$ cat config.mk
export PLATFORM = sky130hd
export DESIGN_NAME = shrimp_muldiv_seq
export DESIGN_NICKNAME = d
export VERILOG_FILES = /design/src/rtl/shrimp_alu_defs_pkg.sv /design/src/rtl/shrimp_muldiv_seq.sv
export SDC_FILE = /design/constraint.sdc
export NUM_CORES = 1
export LEC_CHECK = 0
export BUFFER_PORTS_ARGS = -buffer_cell sky130_fd_sc_hd__buf_4
export CAP_MARGIN = 40
export CORE_MARGIN = 1.5
export CORE_UTILIZATION = 54
export DETAILED_ROUTE_END_ITERATION = 10
export PLACE_DENSITY = 0.81
export SLEW_MARGIN = 5
export SYNTH_ARGS = -nofsm -noshare
export SYNTH_HDL_FRONTEND = slang
export SYNTH_SLANG_ARGS = --single-unit
$ cat constraint.sdc
create_clock -name clk -period 2.3 [get_ports clk]
set_input_delay 0.115 -clock clk [delete_from_list [all_inputs] [get_ports clk]]
set_output_delay 0.115 -clock clk [all_outputs]
set_load 0.005 [all_outputs]
$ cat src/rtl/shrimp_alu_defs_pkg.sv
// Shared type definitions for the 8-bit execute-stage ALU and the
// multiply/divide sequencer that borrows it.
package shrimp_alu_defs;

    typedef enum logic [2:0] {
        ADDU  = 3'd0,
        SUBU  = 3'd1,
        ANDB  = 3'd2,
        ORB   = 3'd3,
        XORB  = 3'd4,
        NEG   = 3'd5,
        PASSA = 3'd6,
        PASSB = 3'd7
    } alu_opcode_e;

    typedef enum logic {
        MULU = 1'b0,
        DIVU = 1'b1
    } seq_op_e;

    typedef enum logic [2:0] {
        S_IDLE     = 3'd0,
        S_PREP     = 3'd1,
        S_MUL_ITER = 3'd2,
        S_DIV_ITER = 3'd3,
        S_DONE     = 3'd4
    } seq_state_e;

endpackage

$ cat src/rtl/shrimp_muldiv_seq.sv
// Multi-cycle 8x8 unsigned multiply / 8/8 unsigned divide sequencer that
// borrows the shared ALU for its adds and the one-time divisor negation.
//
// state      | meaning
// S_IDLE     | waiting for a request, start_ready high
// S_PREP     | ALU negates the divisor once, latched into negdiv
// S_MUL_ITER | one shift-add step per cycle, ITERS cycles
// S_DIV_ITER | one restoring-divide step per cycle, ITERS cycles
// S_DONE     | result presented until res_ready
module shrimp_muldiv_seq
    import shrimp_alu_defs::*;
#(
    parameter int          ITERS     = 8,
    parameter logic [7:0]  DIV0_QUOT = 8'hFF
) (
    input  logic         clk,
    input  logic         rst_n,
    input  logic         start_valid,
    output logic         start_ready,
    input  seq_op_e      start_op,
    input  logic [7:0]   start_a,
    input  logic [7:0]   start_b,
    output logic         res_valid,
    input  logic         res_ready,
    output logic [7:0]   res_hi,
    output logic [7:0]   res_lo,
    output logic         res_div0,
    output logic         alu_busy,
    output logic [7:0]   alu_a,
    output logic [7:0]   alu_b,
    output alu_opcode_e  alu_op,
    input  logic [7:0]   alu_result
);

    localparam logic [2:0] CNT_LOAD = 3'(ITERS - 1);

    // acc holds the product high byte (MULU) or the remainder (DIVU);
    // shf holds the low byte / quotient and shifts one bit per step.
    seq_state_e  state_q, state_d;
    logic [2:0]  cnt_q, cnt_d;
    logic [7:0]  acc_q, acc_d;
    logic [7:0]  shf_q, shf_d;
    logic [7:0]  opb_q, opb_d;
    logic [7:0]  negdiv_q, negdiv_d;
    logic        div0_q, div0_d;

    logic [8:0]  div_s9;
    logic [7:0]  div_sl;
    logic        mul_c;
    logic        div_ge;

    always_comb begin
        state_d  = state_q;
        cnt_d    = cnt_q;
        acc_d    = acc_q;
        shf_d    = shf_q;
        opb_d    = opb_q;
        negdiv_d = negdiv_q;
        div0_d   = div0_q;
        alu_a    = 8'h00;
        alu_b    = 8'h00;
        alu_op   = ADDU;
        div_s9   = {acc_q, shf_q[7]};
        div_sl   = div_s9[7:0];
        mul_c    = 1'b0;
        div_ge   = 1'b0;

        case (state_q)
            S_IDLE: begin
                if (start_valid) begin
                    div0_d = 1'b0;
                    acc_d  = 8'h00;
                    shf_d  = start_a;
                    opb_d  = start_b;
                    cnt_d  = CNT_LOAD;
                    if (start_op == MULU) begin
                        state_d = S_MUL_ITER;
                    end else if (start_b == 8'h00) begin
                        acc_d   = start_a;
                        shf_d   = DIV0_QUOT;
                        div0_d  = 1'b1;
                        state_d = S_DONE;
                    end else begin
                        state_d = S_PREP;
                    end
                end
            end
            S_PREP: begin
                alu_op   = NEG;
                alu_a    = opb_q;
                negdiv_d = alu_result;
                cnt_d    = CNT_LOAD;
                state_d  = S_DIV_ITER;
            end
            S_MUL_ITER: begin
                alu_a = acc_q;
                alu_b = shf_q[0] ? opb_q : 8'h00;
                // a wrapped 8-bit sum is smaller than either addend
                mul_c = (alu_result < acc_q);
                {acc_d, shf_d} = {mul_c, alu_result, shf_q[7:1]};
                cnt_d = cnt_q - 3'd1;
                if (cnt_q == 3'd0) state_d = S_DONE;
            end
            S_DIV_ITER: begin
                alu_a  = div_sl;
                alu_b  = negdiv_q;
                // sl + (-div) carries out exactly when sl >= div
                div_ge = div_s9[8] | (alu_result < div_sl);
                acc_d  = div_ge ? alu_result : div_sl;
                shf_d  = {shf_q[6:0], div_ge};
                cnt_d  = cnt_q - 3'd1;
                if (cnt_q == 3'd0) state_d = S_DONE;
            end
            S_DONE: begin
                if (res_ready) state_d = S_IDLE;
            end
            default: state_d = S_IDLE;
        endcase
    end

    always_ff @(posedge clk or negedge rst_n) begin
        if (!rst_n) begin
            state_q  <= S_IDLE;
            cnt_q    <= 3'd0;
            acc_q    <= 8'h00;
            shf_q    <= 8'h00;
            opb_q    <= 8'h00;
            negdiv_q <= 8'h00;
            div0_q   <= 1'b0;
        end else begin
            state_q  <= state_d;
            cnt_q    <= cnt_d;
            acc_q    <= acc_d;
            shf_q    <= shf_d;
            opb_q    <= opb_d;
            negdiv_q <= negdiv_d;
            div0_q   <= div0_d;
        end
    end

    assign start_ready = (state_q == S_IDLE);
    assign res_valid   = (state_q == S_DONE);
    assign alu_busy    = (state_q == S_PREP) || (state_q == S_MUL_ITER) ||
                         (state_q == S_DIV_ITER);
    assign res_hi      = acc_q;
    assign res_lo      = shf_q;
    assign res_div0    = div0_q;

endmodule

==> results of run 1 <==
[per-stage QoR]
| stage | instance area (um2) | total power, mW | hold WS [ns] |
|---|---|---|---|
| global route | 3390 | 4.821 | 0.02918 |
| CTS | 3386 | 4.415 | 0.02099 |
| floorplan | 2729 | 2.901 | -0.1806 |
| detailed placement | 3294 | 3.949 | 0.1193 |
| global placement | 3294 | 3.859 | 0.1191 |
| finish | 3390 | 4.432 | 0.02278 |
[repair_timing]
action	in CTS	in global routing
buffers inserted	0	0
resized for setup	0	2
hold endpoints to repair	39	0
setup endpoints to repair	0	5
hold buffers	1	0
[sequential cells by signal (all words and copies together), names as in the netlist]
name / cells
opb_q: 8
state_q: 3
negdiv_q: 8
cnt_q: 3
res_div0: 1
res_lo: 8
res_hi: 8
[layer usage]
layer,up-vias,global-route usage [%]
met2,100,50.00
met3,11,7.453
met4,0,8.436
met5,-,0
met1,1323,36.00
li1,1312,-
[placed cells by master, fill, tap and decap left out, types with 7 or more instances in the layout]
master,instances
buf_4,76
nand2_1,47
dfrtp_1,39
nor2_1,36
o21ai_0,28
inv_1,22
a21oi_1,17
ha_1,16
mux2_2,15
o22ai_1,15
a211oi_1,15
and3_1,9
a22oi_1,8
a221o_1,7
[how the worst max path moves through the flow]
| stage | startpoint | endpoint | depth (start not counted) |
|---|---|---|---|
| 2_1_floorplan | res_hi[5] | res_hi[7] | 8 |
| 3_3_place_gp | res_hi[1] | res_hi[7] | 7 |
| 3_5_place_dp | res_hi[1] | res_hi[7] | 7 |
| 4_1_cts | res_hi[1] | res_hi[7] | 7 |
| 5_1_grt | res_hi[1] | res_hi[7] | 7 |
| 6_report | res_hi[1] | res_hi[7] | 7 |
[layout make-up]
cell class,instances,share of cell area [%]
tap,67,2.473
inverter,22,2.436
clock inverter,1,0.1477
sequential,39,28.79
multi-input combinational,249,46.77
timing repair buffer,77,17.13
clock buffer,7,2.252
[kinds of logic after synthesis]
group	Yosys count
other	1
adders and majority gates	16
buffers and inverters	41
and+or+nand+nor	112
DFF	39
AOI/OAI and AO/OA	105
muxes	15
[worst min-delay path, delay by kind of cell]
family	cells	cell delay [ns]
buffers and inverters	1	0.09
and+or+nand+nor	2	0.08
[power by group]
part           switching, mW  internal (mW)  total [mW]
Sequential             0.351           1.02        1.37
Clock                  0.245          0.213       0.458
Combinational           1.32           1.28        2.60
Total                   1.91           2.52        4.43
==> results.tsv, run 1 <==
stage	metric	value	unit
route	routed_via_density	5.944	
critical_path	path_delay_family	compound AO/OA/AOI/OAI gates	
synth	synthCells	329	
sta	fin_ws	0.2072	ns
hold_path	holdPathEnd	opb_q[2]	
synth	synth_top_family_by_area	compound AO/OA/AOI/OAI gates	
floorplan	die_h	74.09	um
synth	syn_area_per_cell	8.294	um2
clocking	clk_latency	0.30	ns
route	routed.top_layer	met4	
route	wl	7585	um
sta	slew_headroom	57.76	%
critical_path	critPathKind	reg2reg	
synth	ys.flop_type	dfrtp_1	
power	power_density	1308	mW/mm2
route	wl_per_cell	16.42	um
critical_path	crit_path_max_fanout	9	
placement	dp_worst_setup_slack	0.1643	ns
hold_path	min_path_type	in2reg	
clocking	cts.sink_count	39	
power	power_leakage	1.641	nW
sta	fin_tns_setup	0	ns
placement	dp_hpwl	5729	um
sta	period_share	90.99	%
layout	drive_above_1_share	27.09	%
placement	gp_congestion	0.9626	
floorplan	ios	68	
layout	multiInputGateArea	0.001585	mm2
clocking	cts_buffer_depth	2	
synth	synth_edf_count	0	
sta	setup_violations	0	
clocking	cts_root_buffer	clkbuf_8	
job	drv_cap	0	
clocking	clk_transition_reported_paths	0.08	ns
sta	tightestPinTransition	0.6313	ns
global_route	grt_usage	29.08	%
clocking	cts_buffers	5	
route	dr.pass1.iters	4	
critical_path	worst_ep_arrival_time	2.31	ns
route	num_vias	2746	
synth	synth_cell_type_count	41	
global_route	grt_max_degree	40	
synth	synth-seq-cells	39	
layout	antenna_cells	0	
outcome	status	finished clean	
synth	synth_compound_gate_area_share	25.31	%
synth	synth_xor_area_share	0	%
sta	final-max-slew-violation-count	0	
global_route	grt_pass1_vias	2685	
floorplan	initial_core_util	57.02	%
synth	synth_area_leaders	dfrtp_1, ha_1, nand2_1	
sta	hold_viol	0	
critical_path	r2r-start	res_hi[1]	
critical_path	endpoint_kind	flip-flop	
sta	post-route-min-period	2.093	ns
critical_path	crit_required	2.52	ns
critical_path	r2r_end	res_hi[7]	
layout	fill_cells	426	
layout	area_growth	24.21	%
critical_path	reg2reg_depth	7	
floorplan	dieArea	0.005489	mm2
critical_path	slowest_stage	dfrtp_1	
synth	synthTopCellsByCount	nand2_1, dfrtp_1, nor2_1, o21ai_0, inv_1	
sta	rsz0062_at_grt	no	
critical_path	critPathMaxStageDelay	0.41	ns
synth	mappedNetlistArea	0.002729	mm2
route	wl_met3	526	um
layout	fin_util	70.82	%
route	drt_iter0_drc	175	
layout	regArea	975.9	um2
route	ant_nets	0	
layout	stdcell_count	462	
synth	yosys.area_share.simple	18.98	%
critical_path	reg2reg_setup_slack	0.21	ns
critical_path	cp_cell_sequence	inv_1, ha_1, nand2_1, o21ai_2, a21o_2, mux2_2, a31oi_1	
floorplan	die_w	74.09	um
synth	synthMuxAreaShare	6.190	%
placement	numPlacedInstances	453	
synth	yosysMostFrequentCell	nand2_1	
route	drcViolationCount	0	
synth	yosysWarningCount	0	
hold_path	hold_depth	3	
synth	yosysTopAreaCell	dfrtp_1	
sta	max_freq	477.8	MHz
synth	yosysSeqAreaShare	35.76	%
clocking	cts_tree	built	
sta	clock_skew	0.005743	ns
global_route	antenna_found_initial	0	
placement	port_buffers	66	
layout	nets	439	
critical_path	start_kind	flip-flop	
synth	syn-num-nets	374	
route	met1Wirelength	3125	um
route	met2_length	3824	um
synth	yosysTopAreaCellShare	35.76	%
floorplan	coreArea	0.004786	mm2
critical_path	critPathBufInv	1	
synth	synth_fa_ha_area_share	7.336	%
global_route	grt_pass1_wl	12310	um
global_route	grt_overflow	0	
synth	synthArstFlopShare	100.0	%
power	ir_drop	906.0	uV
floorplan	fp-row-count	25	
hold_path	hold_start	start_b[2]	
clocking	htree_levels	2	
No activity file was read; power rests on OpenSTA's default activity.
==> run 2, diff against run 1 <==
--- a/config.mk
+++ b/config.mk
@@ -11,6 +11,7 @@
 export CORE_UTILIZATION = 54
 export DETAILED_ROUTE_END_ITERATION = 10
 export PLACE_DENSITY = 0.81
+export REMOVE_ABC_BUFFERS = 1
 export SLEW_MARGIN = 5
 export SYNTH_ARGS = -nofsm -noshare
 export SYNTH_HDL_FRONTEND = slang
==> results.tsv, run 2 (synthesis gave the netlist of run 1 again) <==
stage	metric	value	unit	change
sta	tightestPinTransition	0.5425	ns	-0.08886 ns
floorplan	dieArea	0.005489	mm2	unchanged
layout	antenna_cells	0		unchanged
layout	drive_above_1_share	27.39	%	+0.30 points
clocking	cts-resized-gates	0		unchanged
floorplan	coreArea	0.004786	mm2	unchanged
sta	post-route-min-period	2.086	ns	-0.006426 ns
sta	final-max-slew-violation-count	0		unchanged
global_route	grt_overflow	0		unchanged
critical_path	endpoint_kind	flip-flop		
global_route	antenna_found_initial	0		unchanged
critical_path	reg2reg_setup_slack	0.21	ns	about the same
hold_path	hold_start	start_b[3]		
floorplan	die_w	74.09	um	unchanged
global_route	top_usage_layer	met2		
hold_path	min_path_type	in2reg		
route	ant_nets	0		unchanged
critical_path	critPathKind	reg2reg		
sta	clock_skew	0.007656	ns	+0.001913 ns
placement	dp_worst_setup_slack	0.3043	ns	+0.1400 ns
route	drt_iter0_drc	124		-29%
placement	gp_congestion	0.9329		-3.1%
floorplan	initial_core_util	57.02	%	unchanged
layout	mostFrequentLayoutCells	buf_4, nand2_1, dfrtp_1		
clocking	post_cts_buffers	0		unchanged
critical_path	crit_path_start	res_hi[1]		
placement	port_buffers	66		unchanged
clocking	clk_latency	0.30	ns	about the same
critical_path	r2r_end	res_hi[7]		
layout	stdcell_area	0.003412	mm2	+0.66%
global_route	grt_pass1_wl	12610	um	+2.5%
clocking	cts.sink_count	39		unchanged
route	routed_via_density	5.811		-2.2%
global_route	use_met2	46.83	%	-3.2 points
clocking	cts_tree	built		
route	drcViolationCount	0		unchanged
sta	rsz0062_at_grt	no		
floorplan	die_h	74.09	um	unchanged
power	power_density	1312	mW/mm2	+0.31%
global_route	grt_usage	29.93	%	+0.85 points
outcome	status	finished clean		
critical_path	path_delay_family	compound AO/OA/AOI/OAI gates		
critical_path	r2r-start	res_hi[1]		
clocking	cts_buffers	5		unchanged
sta	fin_ws	0.2136	ns	+0.006426 ns
route	dr.pass1.iters	4		unchanged
placement	dp_hpwl	5846	um	+2.0%
critical_path	crit_required	2.52	ns	about the same
power	ir_drop	965.2	uV	+6.5%
critical_path	cp.depth	7		unchanged
critical_path	critPathBufInv	1		unchanged
global_route	grt_max_degree	40		unchanged
clocking	cts_root_buffer	clkbuf_8		
route	num_vias	2702		-1.6%
critical_path	slowest_stage	dfrtp_1		
placement	postPlaceCellArea	0.003317	mm2	+0.68%
critical_path	worst_ep_arrival_time	2.31	ns	about the same
global_route	gr-usage-met1	40.52	%	+4.5 points
sta	hold_viol	0		unchanged
layout	nets	442		+0.68%
layout	final_common_cell	buf_4		
job	drv_cap	0		unchanged
floorplan	ios	68		unchanged
power	power_leakage	1.657	nW	+0.99%
global_route	grt_pass1_vias	2593		-3.4%
critical_path	reg2reg_depth	7		unchanged
sta	setup_violations	0		unchanged
clocking	htree_levels	2		unchanged
critical_path	critPathMaxStageDelay	0.46	ns	+0.05 ns
layout	area_growth	25.03	%	
clocking	clk_transition_reported_paths	0.08	ns	about the same
sta	period_share	90.71	%	-0.28 points
global_route	grtUsageMet3	5.014	%	-2.4 points
clocking	cts_buffer_depth	2		unchanged
critical_path	crit_path_max_fanout	9		unchanged
floorplan	fp-row-count	25		unchanged
critical_path	crit_path_end	res_hi[7]		
critical_path	cp_cell_sequence	inv_1, ha_1, nand2_1, o21ai_2, a21o_1, mux2_2, a31oi_1		
route	wl_per_cell	16.30	um	-0.70%
route	wl	7581	um	about the same
critical_path	start_kind	flip-flop		
sta	slew_headroom	63.70	%	+5.9 points
sta	max_freq	479.3	MHz	+0.31%
## run 2: layout make-up
| cell class | instances | area, um2 |
|---|---|---|
| Clock inverter | 2 | 12.51 |
| Clock buffer | 6 | 72.57 |
| Inverter | 22 | 82.58 |
| Sequential cell | 39 | 975.9 |
| Timing Repair Buffer | 80 | 603.1 |
| Fill cell | 385 | 1374 |
| Tap cell | 67 | 83.83 |
| Multi-Input combinational cell | 249 | 1582 |
## run 2: worst min path at each step
stage                     slack (ns)           to  cells after the start
after floorplan                -0.18     cnt_q[0]                      0
after global placement          0.12  negdiv_q[0]                      1
after detailed placement        0.12  negdiv_q[1]                      1
after CTS                       0.02     opb_q[3]                      3
after global routing            0.02     opb_q[7]                      3
final                           0.02     opb_q[3]                      3
## run 2: metal layers
metal,vias to the layer above,share of wire (%)
li1,1314,-
met1,1248,43
met2,118,45
met3,22,7.6
met4,0,3.7
met5,-,0
## run 2: what timing repair did
item	4_1_cts	5_1_grt
hold endpoints to repair	39	0
endpoints found under the setup margin	0	0
hold buffers	1	0
## run 2: metrics by stage
step	cells	setup TNS (ns)	total power [mW]	util [%]	hold slack, ns
finish	465	0	4.475	71.29	0.01929
global route	465	0	4.879	71.29	0.02176
CTS	465	0	4.477	71.29	0.01527
detailed placement	456	0	3.996	69.31	0.1171
global placement	456	0	3.882	69.31	0.1171
floorplan	310	-0.4699	2.827	-	-0.1806
## run 2: tightest hold or removal path, delay by kind of cell
kind / cells / cell delay (ns)
buf+inv: 1 / 0.09
simple gates: 2 / 0.08
## run 2: power by group
| group | switching (mW) | total, mW | internal (mW) |
|---|---|---|---|
| Clock | 0.258 | 0.470 | 0.212 |
| Sequential | 0.357 | 1.38 | 1.02 |
| Combinational | 1.32 | 2.63 | 1.31 |
| Total | 1.94 | 4.48 | 2.54 |
